**src/rtl/btn_cond_pkg.sv**
```systemverilog
// rtl/btn_cond_pkg.sv - shared constants and types for the two-channel button conditioner
package btn_cond_pkg;

  localparam int CH_N              = 2;
  localparam int CNT_W             = 8;
  localparam int DEB_CYCLES_DEF    = 4;
  localparam int REPEAT_CYCLES_DEF = 16;

  typedef logic [CNT_W-1:0] cnt_t;

endpackage

```
**src/rtl/btn_cond_ch.sv**
```systemverilog
// rtl/btn_cond_ch.sv - one channel: 2-flop sync, debounce, edge pulses
// BTN_COND_REPEAT_EN adds a per-channel auto-repeat counter on rise.
module btn_cond_ch
  import btn_cond_pkg::*;
#(
  parameter int DEB_CYCLES = DEB_CYCLES_DEF
`ifdef BTN_COND_REPEAT_EN
  ,
  parameter int REPEAT_CYCLES = REPEAT_CYCLES_DEF
`endif
) (
  input  logic clk,
  input  logic rst_n,
  input  logic i_btn,
  output logic o_level,
  output logic o_rise,
  output logic o_fall
);

  localparam cnt_t DEB_LAST = cnt_t'(DEB_CYCLES - 1);

  logic r_sync1;
  logic r_sync2;
  logic r_level;
  logic r_rise;
  logic r_fall;
  cnt_t r_cnt;
  logic w_accept;
  logic w_rep_pulse;

  // Any sample agreeing with the current level restarts the run from zero.
  assign w_accept = (r_sync2 != r_level) && (r_cnt == DEB_LAST);

`ifdef BTN_COND_REPEAT_EN
  localparam cnt_t REP_LAST = cnt_t'(REPEAT_CYCLES - 1);

  cnt_t r_rep;

  assign w_rep_pulse = r_level && !w_accept && (r_rep == REP_LAST);

  always_ff @(posedge clk or negedge rst_n) begin
    if (!rst_n) begin
      r_rep <= '0;
    end else if (w_accept || !r_level) begin
      r_rep <= '0;
    end else if (r_rep == REP_LAST) begin
      r_rep <= '0;
    end else begin
      r_rep <= r_rep + cnt_t'(1);
    end
  end
`else
  assign w_rep_pulse = 1'b0;
`endif

  always_ff @(posedge clk or negedge rst_n) begin
    if (!rst_n) begin
      r_sync1 <= 1'b0;
      r_sync2 <= 1'b0;
      r_level <= 1'b0;
      r_cnt   <= '0;
      r_rise  <= 1'b0;
      r_fall  <= 1'b0;
    end else begin
      r_sync1 <= i_btn;
      r_sync2 <= r_sync1;
      r_rise  <= (w_accept && r_sync2) || w_rep_pulse;
      r_fall  <= w_accept && !r_sync2;
      if (r_sync2 == r_level) begin
        r_cnt <= '0;
      end else if (w_accept) begin
        r_cnt   <= '0;
        r_level <= r_sync2;
      end else begin
        r_cnt <= r_cnt + cnt_t'(1);
      end
    end
  end

  assign o_level = r_level;
  assign o_rise  = r_rise;
  assign o_fall  = r_fall;

endmodule

```
**src/rtl/btn_cond.sv**
```systemverilog
// rtl/btn_cond.sv - two-channel push-button conditioner feeding the lamp/latch set inputs
// BTN_COND_REPEAT_EN enables auto-repeat rise pulses while a button is held.
module btn_cond
  import btn_cond_pkg::*;
#(
  parameter int DEB_CYCLES    = DEB_CYCLES_DEF,
  parameter int REPEAT_CYCLES = REPEAT_CYCLES_DEF
) (
  input  logic            clk,
  input  logic            rst_n,
  input  logic [CH_N-1:0] btn_i,
  output logic [CH_N-1:0] level_o,
  output logic [CH_N-1:0] rise_o,
  output logic [CH_N-1:0] fall_o
);

  if (DEB_CYCLES < 1 || DEB_CYCLES > 255) begin : g_deb_range
    $error("btn_cond: DEB_CYCLES must be 1..255");
  end
  if (REPEAT_CYCLES < 2 || REPEAT_CYCLES > 255) begin : g_rep_range
    $error("btn_cond: REPEAT_CYCLES must be 2..255");
  end

  // Channels are fully independent; the downstream latch resolves A+B itself.
  for (genvar g = 0; g < CH_N; g++) begin : g_ch
    btn_cond_ch #(
      .DEB_CYCLES   (DEB_CYCLES)
`ifdef BTN_COND_REPEAT_EN
      ,
      .REPEAT_CYCLES(REPEAT_CYCLES)
`endif
    ) u_ch (
      .clk    (clk),
      .rst_n  (rst_n),
      .i_btn  (btn_i[g]),
      .o_level(level_o[g]),
      .o_rise (rise_o[g]),
      .o_fall (fall_o[g])
    );
  end

endmodule

```
**config.mk**
```make
export PLATFORM = sky130hd
export DESIGN_NAME = btn_cond
export DESIGN_NICKNAME = d
export VERILOG_FILES = /design/src/rtl/btn_cond_pkg.sv /design/src/rtl/btn_cond_ch.sv /design/src/rtl/btn_cond.sv
export SDC_FILE = /design/constraint.sdc
export NUM_CORES = 1
export LEC_CHECK = 0
export CORE_MARGIN = 8
export CORE_UTILIZATION = 53
export CTS_BUF_LIST = sky130_fd_sc_hd__clkbuf_16
export DETAILED_ROUTE_END_ITERATION = 8
export MAX_ROUTING_LAYER = met4
export PLACE_DENSITY = 0.78
export SKIP_LAST_GASP = 1
export SYNTH_ARGS = -nofsm -noshare
export SYNTH_HDL_FRONTEND = slang
export SYNTH_SLANG_ARGS = --single-unit
```
**constraint.sdc**
```tcl
create_clock -name clk -period 4.1 [get_ports clk]
set_input_delay 0.82 -clock clk [delete_from_list [all_inputs] [get_ports clk]]
set_output_delay 0.82 -clock clk [all_outputs]
set_load 0.05 [all_outputs]
```
# == Word-level counts from Yosys, hierarchy flattened ==
# Cells that the tools add are included.
# classes
n_addsub,2
n_mul,0
div_mod_pow,0
order_cmp,0
eq_ne,6
n_shift,0
muxes,4
bitwise,2
reduce_logical,10
# ops
op,n
$mux W8,4
$add A8 B1 Y8 const B,2
$eq A8 B2 Y1 const B,2
$logic_and A1 B1 Y1,6
$reduce_and A2 Y1,2
$eq A1 B1 Y1,2
$logic_not A1 Y1,2
$ne A1 B1 Y1,2
$not A1 Y1,2
# totals
ff_bits,26
latch_bits,0
mem_bits_rw,0
mem_bits_ro,0
in_bits,4
out_inout_bits,6
word_cells,36
n_memories,0

# == Longest topological paths before layout ==
# logic_depth
word_depth,4
ltp_mapped,4
mapped_depth_nobuf,4

# == Hierarchy ==
# Synthesis repeated with hierarchy kept, for this count alone.
# unflattened
hier_cells,93
hier_area_um2,1104.8
# by_module_without_submodules
module,instances,cells_per_inst,area_each_um2,seq_area_each_um2
btn_cond_ch (g_ch[0].u_ch),1,46,554.3,325.3
btn_cond_ch (g_ch[1].u_ch),1,47,550.5,325.3

# == Worst setup path after synthesis ==
# No wires, ideal clock.
# synth_timing
path_type,register -> output
from,register g_ch[0].u_ch.r_level
to,output level_o[0]
arrival_ns,0.587
t_required_ns,3.280
setup_slack_ns,2.693
path_stages_with_launch,2
n_path_buf,1
cell_sequence,dfrtp_1 > buf_4
# synth_rtl
item,line_no,rtl
start: declaration,btn_cond_ch.sv:24,logic r_level;
start signal: assignment,btn_cond_ch.sv:73,r_level <= r_sync2;
end: declaration,btn_cond.sv:12,"output logic [CH_N-1:0] level_o,"
# No word-level cell between the ends.

# == Worst setup path in the final report ==
# layout_timing
from,register g_ch[1].u_ch.r_level
to,output level_o[1]
# layout_rtl
item,line_no
start: declaration,btn_cond_ch.sv:24
start signal: assignment,btn_cond_ch.sv:73
# No word-level cell between the ends.

==> impl_metrics.py <==
metrics = {
    "status": {
        "outcome": "finished, final reports clean",
    },
    "min_path": {
        "worst_hold_path.endpoint": "g_ch[0].u_ch.r_sync2$_DFF_PN0_",
        "hold_path_startpoint": "g_ch[0].u_ch.r_sync1$_DFF_PN0_",
        "whs_path_depth": 0,
        "worst_hold_path_type": "reg -> reg",
    },
    "timing": {
        "final_critical_path_setup_slack_ns": 1.76,
        "finalSetupTns_ns": 0,
        "clock.fmax_mhz": 428,
        "worst_slew_pin_slew_ns": 1.06,
        "final.period_utilization_pct": 57.0,
        "setup-violations-final": 0,
        "hold_ws_ns": 0.355,
        "maxSlewHeadroom_pct": 28.8,
        "final-hold-violation-count": 0,
        "drv_slew": 0,
        "final_period_minus_worst_setup_slack_ns": 2.34,
        "fin_worst_skew_ns": 0.00199,
        "rsz0062_at_grt": "no",
    },
    "die": {
        "floorplan.initialDensity_pct": 56.9,
        "die-height_um": 62.4,
        "rows": 16,
        "pin_count": 10,
        "die_width_um": 62.4,
        "fp.dieArea_sq_mm": 0.00389,
        "core_region_area_sq_mm": 0.00200,
    },
    "clocking": {
        "htreeDepth": 1,
        "worst_setup_hold_path_clk_slew_ns": 0.06,
        "cts_tree": "done",
        "numClockSinks": 26,
        "post_cts.repair.setup_buffers": 0,
        "clock_tree.root_cell": "sky130_fd_sc_hd__clkbuf_16",
        "holdBufCountCts": 0,
        "cts_buffer_depth": 2,
        "number_of_buffers_inserted_during_clock_tree_synthesis": 3,
        "post_cts_sizing_count": 0,
        "clock_insertion_delay_worst_skew_ns": 0.25,
    },
    "setup_path": {
        "crit_path_end_kind": "output port",
        "timing.rr.end": "g_ch[0].u_ch.o_level$_DFFE_PN0P_",
        "r2r_cells": 4,
        "critPathMaxFanout": 5,
        "setup.reg_to_reg.worst_slack_ns": 2.63,
        "worstPathCellList": "clkdlybuf4s50_1",
        "regToRegStartpoint": "g_ch[0].u_ch.r_cnt[0]$_DFF_PN0_",
        "worst-endpoint-required_ns": 3.28,
        "path_delay_family": "buffers and inverters",
        "critical_path_buffer_and_inverter_count": 1,
        "worstSetupStartpointType": "flop",
        "cp.arrival_ns": 1.52,
        "crit_path_category": "reg -> out",
        "cpPeakStageDelay_ns": 0.84,
        "worst_path_max_delay_cell": "sky130_fd_sc_hd__clkdlybuf4s50_1",
    },
    "synth": {
        "post_synth_inst_count": 99,
        "ys_seq_elements": 26,
        "post_synthesis_net_count": 107,
        "post_synth_instance_area_sq_mm": 0.00114,
        "yosys_warnings": 0,
        "ys_seq_area_share_pct": 57.1,
        "post_synth.cell_area_avg_sq_um": 11.5,
        "synth_cell_types": 22,
    },
    "route": {
        "dr_total_vias": 717,
        "antenna_left": 0,
        "drt_iter0_markers": 8,
        "drtPass1Iterations": 2,
        "post_drt_wl_per_cell_um": 14.2,
        "detail_route.drc_violations": 0,
        "drt-total-wl_um": 1880,
        "post_drt_via_cell_ratio": 5.43,
    },
    "finish": {
        "final_nets": 115,
        "stdcell_count": 132,
        "syn_to_final_growth_pct": 13.5,
        "antenna-diode-count": 0,
        "fraction_of_final_layout_cells_with_drive_strength_greater_than_1_pct": 9.52,
    },
    "global_routing": {
        "global_route.usage.total_pct": 11.0,
        "grt_antenna_before_repair": 0,
        "globalRoute.totalOverflow": 0,
        "largest_net_degree_at_the_start_of_global_routing": 27,
        "grt_first_pass_wirelength_um": 3350,
        "number_of_global_route_vias_before_repair": 780,
    },
    "placement": {
        "gp_routability_congestion": 0.819,
        "dp_cells": 129,
        "preCtsSetupSlack_ns": 1.91,
        "port-buffer-count": 9,
        "detailedPlacementHpwl_um": 1360,
    },
    "pwr": {
        "cellPowerDensity_mw_per_mm2": 572,
        "ir_drop_mv": 0.302,
        "p_leak_nw": 0.558,
        "report.power.total_mw": 0.740,
    },
    "run": {
        "max_cap_violations": 0,
    },
}
## cell usage in the layout, fill, tap and decap left out, drive strengths merged, types with 3 or more instances in the layout
cell	count
nor2	9
xnor2	4
dfrtp	26
xor2	4
ha	4
o21ai	6
clkbuf	3
a21oi	6
clkdlybuf4s50	9
nand3	6
nand2	5
nor3b	4
or3	6
## flip-flops by register name, indices dropped and copies added (netlist names)
signal and flops:
g_ch.u_ch.o_fall 2, g_ch.u_ch.r_sync1 2, g_ch.u_ch.r_cnt 16, g_ch.u_ch.o_level 2
g_ch.u_ch.o_rise 2, g_ch.u_ch.r_sync2 2
## how the worst max path moves through the flow
stage	slack [ns]	end	cells past startpoint	startpoint
2_1_floorplan	2.69	level_o[0]	1	g_ch[0].u_ch.o_level$_DFFE_PN0P_
3_3_place_gp	1.95	g_ch[1].u_ch.r_cnt[5]$_DFF_PN0_	1	rst_n
3_5_place_dp	1.91	g_ch[1].u_ch.r_cnt[4]$_DFF_PN0_	1	rst_n
4_1_cts	1.76	level_o[1]	1	g_ch[1].u_ch.o_level$_DFFE_PN0P_
5_1_grt	1.73	level_o[1]	1	g_ch[1].u_ch.o_level$_DFFE_PN0P_
6_report	1.76	level_o[1]	1	g_ch[1].u_ch.o_level$_DFFE_PN0P_
## Yosys cell counts, drive strengths merged
master | number | area share [%]
or3 | 6 | 3.3
xnor2 | 4 | 3.1
a21oi | 6 | 2.6
mux2 | 2 | 2.3
a21o | 1 | 0.66
nand3 | 6 | 2.6
ha | 4 | 4.4
nor4b | 2 | 2.6
nor3 | 2 | 0.88
dfrtp | 26 | 57
o21ai | 6 | 2.6
nor3b | 4 | 2.6
nand4 | 2 | 1.1
xor2 | 4 | 3.1
nor2 | 9 | 3.0
inv | 2 | 0.66
and3 | 1 | 0.66
nand2 | 5 | 1.9
a21bo | 1 | 0.88
buf | 6 | 4.0
## metrics by stage
step	cell area (sq um)	util, %
6_report	1290	64.6
5_1_grt	1290	64.6
4_1_cts	1290	64.6
3_5_place_dp	1220	60.9
3_3_place_gp	1220	60.9
2_1_floorplan	1140	-
## report_power, final
part / switching, mW / internal, mW
sequential: 0.0439 / 0.293
clock: 0.0763 / 0.129
combinational: 0.117 / 0.0814
total: 0.237 / 0.503
## layout make-up
class | instances | area [sq um]
multi-input combinational | 65 | 437
clock buffer | 3 | 75.1
tap | 27 | 33.8
sequential | 26 | 651
fill | 168 | 708
inverter | 2 | 7.51
timing repair buffer | 9 | 90.1
## cells by family after synthesis
| group | synth area share [%] |
|---|---|
| xor+xnor | 6.15 |
| compound gates | 6.81 |
| buf+inv | 4.61 |
| fa+ha+maj | 4.39 |
| flops | 57.1 |
| mux | 2.30 |
| simple gates | 18.7 |
## routing by layer
layer,GRT usage (%),vias up,share of wire (%)
li1,-,350,-
met3,3.76,5,3.7
met1,11.5,350,44
met4,6.27,0,2.2
met5,-,-,0
met2,17.7,12,50
Note: power is estimated with default switching activity, not from simulation.
